--- config.mk ---
export PLATFORM = sky130hd
export DESIGN_NAME = lgn_test_sequencer
export DESIGN_NICKNAME = d
export VERILOG_FILES = /design/src/rtl/lgn_test_sequencer.sv
export SDC_FILE = /design/constraint.sdc
export NUM_CORES = 1
export LEC_CHECK = 0
export CAP_MARGIN = 20
export CORE_UTILIZATION = 45
export CTS_CLUSTER_SIZE = 25
export DETAILED_ROUTE_END_ITERATION = 8
export PLACE_DENSITY = 0.71
export SYNTH_ARGS = -nofsm -noshare
export SYNTH_HDL_FRONTEND = slang
export SYNTH_SLANG_ARGS = --single-unit
export TNS_END_PERCENT = 100
--- constraint.sdc ---
create_clock -name clk -period 2.6 [get_ports clk]
set_input_delay 0.52 -clock clk [delete_from_list [all_inputs] [get_ports clk]]
set_output_delay 0.52 -clock clk [all_outputs]
set_load 0.01 [all_outputs]
--- src/rtl/lgn_test_sequencer.sv ---
// Test sequencer for the LGN MNIST core: streams stored images from a pattern ROM,
// captures each prediction, checks it against the expected label and keeps run statistics.
module lgn_test_sequencer #(
  parameter int IMAGE_COUNT     = 450,
  parameter int BYTES_PER_IMAGE = 32,
  parameter int REPEATS         = 2,
  parameter int CAPTURE_DELAY   = 2,
  parameter int DWELL_CYCLES    = 1200000,
  localparam int IW = $clog2(IMAGE_COUNT),
  localparam int BW = $clog2(BYTES_PER_IMAGE),
  localparam int CW = $clog2(IMAGE_COUNT + 1)
) (
  input  logic             clk,
  input  logic             rst_n,
  input  logic             start,
  input  logic             halt_on_fail,
  output logic [IW+BW-1:0] mem_addr,
  input  logic [7:0]       mem_data,
  output logic [7:0]       core_data,
  input  logic [3:0]       core_index,
  input  logic [7:0]       core_value,
  output logic [3:0]       result_index,
  output logic [7:0]       result_value,
  output logic             result_valid,
  output logic             busy,
  output logic             done,
  output logic             failure,
  output logic [CW-1:0]    pass_count,
  output logic [CW-1:0]    fail_count,
  output logic [IW-1:0]    first_fail_image
);

  localparam int PW  = $clog2(REPEATS + 1);
  localparam int DLW = (CAPTURE_DELAY > 1) ? $clog2(CAPTURE_DELAY) : 1;
  localparam int DWW = (DWELL_CYCLES > 1) ? $clog2(DWELL_CYCLES) : 1;

  typedef enum logic [2:0] {
    ST_IDLE   = 3'd0,
    ST_STREAM = 3'd1,
    ST_SETTLE = 3'd2,
    ST_CHECK  = 3'd3,
    ST_DWELL  = 3'd4,
    ST_DONE   = 3'd5
  } state_t;

  state_t          state_r;
  state_t          state_nx_s;
  logic [IW-1:0]   img_r;
  logic [BW-1:0]   byte_r;
  logic [PW-1:0]   pass_r;
  logic [3:0]      label_r;
  logic [DLW-1:0]  delay_r;
  logic [DWW-1:0]  dwell_r;
  logic            stream_d_r;
  logic [3:0]      result_index_r;
  logic [7:0]      result_value_r;
  logic            result_valid_r;
  logic            busy_r;
  logic            done_r;
  logic            failure_r;
  logic [CW-1:0]   pass_count_r;
  logic [CW-1:0]   fail_count_r;
  logic [IW-1:0]   first_fail_r;

  logic byte_last_s;
  logic pass_last_s;
  logic delay_last_s;
  logic dwell_last_s;
  logic img_last_s;
  logic match_s;

  assign byte_last_s  = (byte_r == BW'(BYTES_PER_IMAGE - 1));
  assign pass_last_s  = (pass_r == PW'(REPEATS - 1));
  assign delay_last_s = (delay_r == DLW'(CAPTURE_DELAY - 1));
  assign dwell_last_s = (dwell_r == DWW'(DWELL_CYCLES - 1));
  assign img_last_s   = (img_r == IW'(IMAGE_COUNT - 1));
  assign match_s      = (core_index == label_r);

  // State register
  always_ff @(posedge clk or negedge rst_n) begin
    if (!rst_n) begin
      state_r <= ST_IDLE;
    end else begin
      state_r <= state_nx_s;
    end
  end

  // Next-state decode
  always_comb begin
    state_nx_s = state_r;
    case (state_r)
      ST_IDLE, ST_DONE: begin
        if (start) state_nx_s = ST_STREAM;
        else       state_nx_s = state_r;
      end
      ST_STREAM: begin
        if (byte_last_s && pass_last_s) state_nx_s = ST_SETTLE;
        else                            state_nx_s = ST_STREAM;
      end
      ST_SETTLE: begin
        if (delay_last_s) state_nx_s = ST_CHECK;
        else              state_nx_s = ST_SETTLE;
      end
      ST_CHECK: begin
        if (!match_s && halt_on_fail) state_nx_s = ST_DONE;
        else                          state_nx_s = ST_DWELL;
      end
      ST_DWELL: begin
        if (!dwell_last_s)   state_nx_s = ST_DWELL;
        else if (img_last_s) state_nx_s = ST_DONE;
        else                 state_nx_s = ST_STREAM;
      end
      default: state_nx_s = ST_IDLE;
    endcase
  end

  // Sequencing counters, result capture and run statistics
  always_ff @(posedge clk or negedge rst_n) begin
    if (!rst_n) begin
      img_r          <= '0;
      byte_r         <= '0;
      pass_r         <= '0;
      label_r        <= 4'd0;
      delay_r        <= '0;
      dwell_r        <= '0;
      stream_d_r     <= 1'b0;
      result_index_r <= 4'd0;
      result_value_r <= 8'd0;
      result_valid_r <= 1'b0;
      busy_r         <= 1'b0;
      done_r         <= 1'b0;
      failure_r      <= 1'b0;
      pass_count_r   <= '0;
      fail_count_r   <= '0;
      first_fail_r   <= '0;
    end else begin
      result_valid_r <= 1'b0;
      stream_d_r     <= (state_r == ST_STREAM);
      case (state_r)
        ST_IDLE, ST_DONE: begin
          if (start) begin
            img_r        <= '0;
            byte_r       <= '0;
            pass_r       <= '0;
            label_r      <= 4'd0;
            pass_count_r <= '0;
            fail_count_r <= '0;
            failure_r    <= 1'b0;
            first_fail_r <= '0;
            busy_r       <= 1'b1;
            done_r       <= 1'b0;
          end
        end
        ST_STREAM: begin
          // byte counter wraps naturally because BYTES_PER_IMAGE is a power of two
          byte_r  <= byte_r + BW'(1);
          delay_r <= '0;
          if (byte_last_s) pass_r <= pass_r + PW'(1);
        end
        ST_SETTLE: begin
          delay_r <= delay_r + DLW'(1);
          dwell_r <= '0;
        end
        ST_CHECK: begin
          result_index_r <= core_index;
          result_value_r <= core_value;
          result_valid_r <= 1'b1;
          if (match_s) begin
            pass_count_r <= pass_count_r + CW'(1);
          end else begin
            fail_count_r <= fail_count_r + CW'(1);
            failure_r    <= 1'b1;
            if (!failure_r) first_fail_r <= img_r;
            if (halt_on_fail) begin
              busy_r <= 1'b0;
              done_r <= 1'b1;
            end
          end
        end
        ST_DWELL: begin
          dwell_r <= dwell_r + DWW'(1);
          if (dwell_last_s) begin
            if (img_last_s) begin
              busy_r <= 1'b0;
              done_r <= 1'b1;
            end else begin
              img_r   <= img_r + IW'(1);
              label_r <= (label_r == 4'd9) ? 4'd0 : label_r + 4'd1;
              byte_r  <= '0;
              pass_r  <= '0;
            end
          end
        end
        default: begin
          busy_r <= 1'b0;
        end
      endcase
    end
  end

  assign mem_addr         = {img_r, byte_r};
  assign core_data        = stream_d_r ? mem_data : 8'h00;
  assign result_index     = result_index_r;
  assign result_value     = result_value_r;
  assign result_valid     = result_valid_r;
  assign busy             = busy_r;
  assign done             = done_r;
  assign failure          = failure_r;
  assign pass_count       = pass_count_r;
  assign fail_count       = fail_count_r;
  assign first_fail_image = first_fail_r;

endmodule

# After elaboration in Yosys (flattened, before gate mapping)
# Index checks and enable logic that the tools add are counted.
[totals]
register_bits = 89
input_bits = 24
output_inout_bits = 65
elab_cells = 116
[op_classes]
add_sub_neg = 8
n_eq_ne = 20
mux = 50
bitwise_logic = 1
reduce_logical = 20
[op_table]
columns = ["cell", "count"]
rows = [
  ["$pmux 9 s2", 4],
  ["$mux 9", 7],
  ["$pmux 21 s2", 1],
  ["$add 9x1->9 const B", 3],
  ["$add 21x1->21 const B", 1],
  ["$eq 21x21->1 const B", 1],
  ["$ne 2x2->1 const B", 9],
  ["$mux 4", 4],
  ["$mux 5", 3],
  ["$pmux 3 s5", 1],
  ["$pmux 5 s3", 1],
  ["$mux 1", 14],
  ["$reduce_and 4->1", 3],
  ["$reduce_and 6->1", 2],
  ["$mux 2", 5],
  ["$eq 9x9->1 const B", 1],
  ["$mux 3", 3],
  ["$mux 8", 1],
  ["$pmux 4 s2", 1],
  ["$reduce_bool 2->1", 4],
  ["$eq 3x2->1 const B", 2],
  ["$eq 3x3->1 const B", 2],
  ["$pmux 2 s3", 1],
  ["$reduce_and 3->1", 2],
  ["19 further kinds", 23],
]

# Depth between registers and ports, before layout
[logic_depth]
ltp_word = 5
mapped_depth = 9
mapped_depth_nobuf = 8

# Worst setup path after synthesis
# No wires, ideal clock.
[synth_timing]
kind = "register -> register"
start = "register dwell_r[18]"
end = "register pass_r[0]"
setup_ns = 0.118
arrival_ns = 2.068
required_time_ns = 2.482
slack_ns = 0.414
stages_incl_launch_ff = 6
n_path_buf = 0
period_less_slack_ns = 2.186
cell_sequence = "dfrtp_1 > or4_4 > nor4_4 > a41oi_4 > or4_1 > a21o_1"
[synth_via]
elab_chain_cells = 3
[synth_rtl]
columns = ["item", "line", "source"]
rows = [
  ["start, declared", "53", "logic [DWW-1:0] dwell_r;"],
  ["start signal, assigned", "181", "dwell_r <= dwell_r + DWW'(1);"],
  ["$eq 21x21->1", "75", "assign dwell_last_s = (dwell_r == DWW'(DWELL_CYCLES - 1));"],
  ["$ne 2x2->1 (no line)", "-", ""],
  ["$reduce_and 5->1 (no line)", "-", ""],
  ["end signal, assigned", "158", "if (byte_last_s) pass_r <= pass_r + PW'(1);"],
  ["end, declared", "50", "logic [PW-1:0] pass_r;"],
]
# Every way passes these cells.
# A chain may end at the register's enable or synchronous reset.

# Worst setup path in the final report
[layout_timing]
start = "register dwell_r[18]"
end = "register img_r[7]"
[layout_via]
elab_chain_cells = 3
[layout_rtl]
columns = ["item", "line", "source"]
rows = [
  ["$eq 21x21->1", "75", ""],
  ["$ne 2x2->1 (no line)", "-", ""],
  ["$reduce_and 4->1 (no line)", "-", ""],
  ["end signal, assigned", "187", "img_r <= img_r + IW'(1);"],
  ["end, declared", "48", "logic [IW-1:0] img_r;"],
]
# Every way passes these cells.

==> summary.md <==
| Metric | Value |
|---|---|
| Final total negative setup slack | `0 ns` |
| Nature of the critical path endpoint | `flip-flop` |
| Die boundary width | `103.6 microns` |
| Starting density of the core | `0.4687` |
| Routed vias/inst | `roughly 5.6` |
| Synth area leaders | `sky130_fd_sc_hd__dfrtp_1, sky130_fd_sc_hd__nand2_1, sky130_fd_sc_hd__o21ai_1` |
| Later-pin clock latency in the skew report | `0.36 ns` |
| Clock input transition at the sequential cells of the worst setup and hold paths | `about 0.090 ns` |
| Pleak | `approximately 0.0027 uW` |
| Number of top-level design ports | `~90` |
| Ordered list of cells on the worst path | `or4_4 -> nor4_4 -> a41oi_4 -> buf_12 -> or4_1 -> a21oi_1` |
| Layout cells sized above 1 | `0.08486` |
| First-pass GRT wire length | `between 15000 and 20000 microns` |
| Cell area power density | `about 430 mW/mm^2` |
| Worst Tran Pin Value | `slightly below 0.6 ns` |
| Unrepaired setup endpoints after global routing | `no` |
| Setup repair bufs after CTS | `0` |
| Endpoint required time on the critical path | `between 2 and 3 ns` |
| Hold buffer count at CTS | `0` |
| Depth of the CTS H-tree | `3` |
| Number of port buffers | `88` |
| Proportion of synthesized flip-flops having asynchronous set or reset | `1.000` |
| Hold Crit Class | `in -> async` |
| Maximum clock path buffer count | `2` |
| Post-DR wirelength/cell | `15.16 microns` |
| Cell area after synthesis | `~0.0046 sq mm` |
| Synth Net Count | `between 500 and 600` |
| Kind of launch point of the worst setup path | `flip-flop` |
| Peak ir drop on the vdd network | `0.2872 mV` |
| Post-layout nets | `630` |
| Critical Path Slowest Stage Cell | `sky130_fd_sc_hd__or4_4` |
| Crit Path Category | `reg -> reg` |
| Gp weighted congestion | `roughly 0.82` |
| Area of the core | `0.009910 sq mm` |
| Arrival time worst endpoint | `~2.7 ns` |
| Count of unique library cells instantiated by Yosys | `between 50 and 60` |
| Antenna cells | `0` |
| Final hold slack | `0.05838 ns` |
| Detailed Route WL | `~11000 microns` |
| Leading post-synthesis cells by instance count | `sky130_fd_sc_hd__nand2_1, sky130_fd_sc_hd__dfrtp_1, sky130_fd_sc_hd__o21ai_1, sky130_fd_sc_hd__nand3_1, sky130_fd_sc_hd__nor2_1` |
| Instance count on the critical path | `6` |
| FF-to-FF Start | `dwell_r[18]` |
| Syn Inst Count | `498` |
| Post-CTS Resized | `0` |
| Final count of negative-setup-slack endpoints | `0` |
| R2R Setup Slk | `~0.21 ns` |
| DPL Wire Length | `8127 microns` |
| Cell type with the highest aggregate area in the netlist | `sky130_fd_sc_hd__dfrtp_1` |
| TritonCTS clock tree | `done` |
| Sequential-to-total area share from yosys stat | `0.4795` |
| Worst Clk Skew | `between 0.01 and 0.015 ns` |
| GRT Overall Usage | `0.2164` |
| 1st-iter DRT viols | `200` |
| Maximum clock frequency | `~420 MHz` |
| Initial antenna violation count | `0` |
| DRC errors left | `0` |
| Die H | `~100 microns` |
| Status | `finished, final reports clean` |
| Max-Cap Viols | `0` |
| Gr ovfl total | `0` |
| Count of standard-cell rows | `36` |
| Average cell area after synthesis | `between 9 and 10 sq um` |
| First-pass iteration count of the detailed router | `5` |
| Number of synthesized flops with an enable pin | `0` |
| Yosys warning count | `0` |
| Worst-case setup slack after placement | `between 0.1 and 0.15 ns` |
| Maximum number of pins on one net before global-route repair | `between 40 and 50` |
| Post-synth top area share | `0.4795` |
| Library cell used as clock root buffer | `sky130_fd_sc_hd__clkbuf_8` |
| Most frequent cell after synthesis | `sky130_fd_sc_hd__nand2_1` |
| Number of global-route vias before repair | `just under 4000` |
| Number of nets still failing antenna checks after routing | `0` |
| Final Cycle Share | `0.9209` |
| Critical Path Max Stage Delay | `roughly 0.56 ns` |
| Final Hold Fails | `0` |
| Depth of the most critical reg-to-reg path | `6` |
| Area Growth Syn to Fin | `29.36%` |
| Terminus of the critical flop-to-flop path | `img_r[7]` |
| TritonCTS buffer count | `9` |
| Total number of vias | `approximately 4000` |
| Number of buffer and inverter stages on the critical path | `1` |
| Floorplan die area | `~0.011 sq mm` |
| Synth Register Bits | `89` |
| Number of sinks on the clock net | `a little under 90` |
| Largest delay share family, worst path | `simple AND/OR/NAND/NOR gates` |
| Count of pins over their slew limit | `0` |
| Time the final worst path needs with I/O delays and setup | `2.394 ns` |
| Final WS setup | `0.2056 ns` |
| Most instantiated flip-flop cell in the synthesis netlist | `sky130_fd_sc_hd__dfrtp_1` |
| Maximum fanout along the worst path | `21` |
| Relative slew slack | `0.6009` |
cells by family (layout without fill, tap and decap cells):
group,after synthesis,count (layout),synth area share
AND/OR/NAND/NOR,216,216,0.2398
AO/OA/AOI/OAI,117,117,0.1624
flip-flops,89,89,0.4795
buffers and inverters,39,142,0.03421
multiplexers,20,20,0.04391
adder cells (fa/ha/maj),10,10,0.02694
XOR/XNOR,7,7,0.01320
worst register-to-register path, delay by kind of cell (launching register included):
family                 cells  cell delay (ns)
AOI/OAI and AO/OA          2             0.38
and+or+nand+nor            3             1.30
DFF                        1             0.44
buffers and inverters      1             0.20
through the flow:
stage | instances | utilization | area (sq um) | total power [uW]
2_1_floorplan | 498 | - | 4644 | 1465
3_3_place_gp | 718 | 0.5841 | 5788 | 1563
3_5_place_dp | 718 | 0.5841 | 5788 | 1565
4_1_cts | 734 | 0.6063 | 6008 | 2613
5_1_grt | 734 | 0.6063 | 6008 | 2682
6_report | 734 | 0.6063 | 6008 | 2586
sequential cells by signal (all words and copies together), names as in the netlist:
name,flops
pass_count,9
state_r,3
busy,1
first_fail_image,9
delay_last_s,1
done,1
result_value,8
stream_d_r,1
byte_r,5
pass_r,2
label_r,4
failure,1
result_valid,1
dwell_r,21
result_index,4
img_r,9
fail_count,9
worst max path at each step:
stage | from | endpoint | slack, ns
finish | dwell_r[18] | img_r[7] | 0.21
global route | dwell_r[18] | img_r[7] | 0.05
CTS | dwell_r[18] | img_r[7] | 0.20
detailed placement | core_index[3] | pass_count[8] | 0.12
global placement | core_index[0] | pass_count[8] | 0.15
floorplan | dwell_r[18] | pass_r[0] | 0.41
where the power goes:
part | internal, uW | switching [uW] | total, uW
clock network | 567 | 482 | 1050
registers | 1390 | 20.0 | 1410
logic | 64.5 | 59.1 | 124
cell type report:
class / count / area (sq um)
Clock buffer: 11 / 141.4
Clock inverter: 5 / 78.83
Fill cell: 856 / 3901
Inverter: 16 / 60.06
Multi-Input combinational cell: 370 / 2266
Sequential cell: 89 / 2227
Tap cell: 133 / 166.4
Timing Repair Buffer: 110 / 1069
cells in the final DEF, fill, tap and decap left out, types with 4 or more instances in the layout:
cell                              netlist  final
sky130_fd_sc_hd__nand2_1               91     91
sky130_fd_sc_hd__dfrtp_1               89     89
sky130_fd_sc_hd__clkdlybuf4s50_1        0     87
sky130_fd_sc_hd__o21ai_1               40     40
sky130_fd_sc_hd__nand3_1               21     21
sky130_fd_sc_hd__buf_4                  0     21
sky130_fd_sc_hd__nor2_1                20     20
sky130_fd_sc_hd__mux2i_1               17     17
sky130_fd_sc_hd__inv_1                 14     14
sky130_fd_sc_hd__a21oi_1               14     14
sky130_fd_sc_hd__o21ai_0               13     13
sky130_fd_sc_hd__and2_1                12     12
sky130_fd_sc_hd__nand4_1               12     12
sky130_fd_sc_hd__and3_1                11     11
sky130_fd_sc_hd__o31ai_1               11     11
sky130_fd_sc_hd__nand2b_1              10     10
sky130_fd_sc_hd__ha_1                  10     10
sky130_fd_sc_hd__clkbuf_8               0     10
sky130_fd_sc_hd__or3_1                  7      7
sky130_fd_sc_hd__o41ai_1                8      7
sky130_fd_sc_hd__a31oi_1                7      7
sky130_fd_sc_hd__or4_1                  5      5
sky130_fd_sc_hd__a22o_1                 5      5
sky130_fd_sc_hd__xor2_1                 4      4
sky130_fd_sc_hd__nor3_1                 4      4
sky130_fd_sc_hd__a21o_1                 4      4
per-layer routing:
| layer | global-route usage | routed length [microns] | vias up |
|---|---|---|---|
| met5 | 0 | 0 | - |
| met4 | 0.06522 | 158 | 0 |
| met3 | 0.03776 | 449 | 17 |
| met2 | 0.3514 | 5357 | 106 |
| met1 | 0.2963 | 5163 | 1995 |
| li1 | - | - | 2001 |
Note: power is estimated with default switching activity, not from simulation.
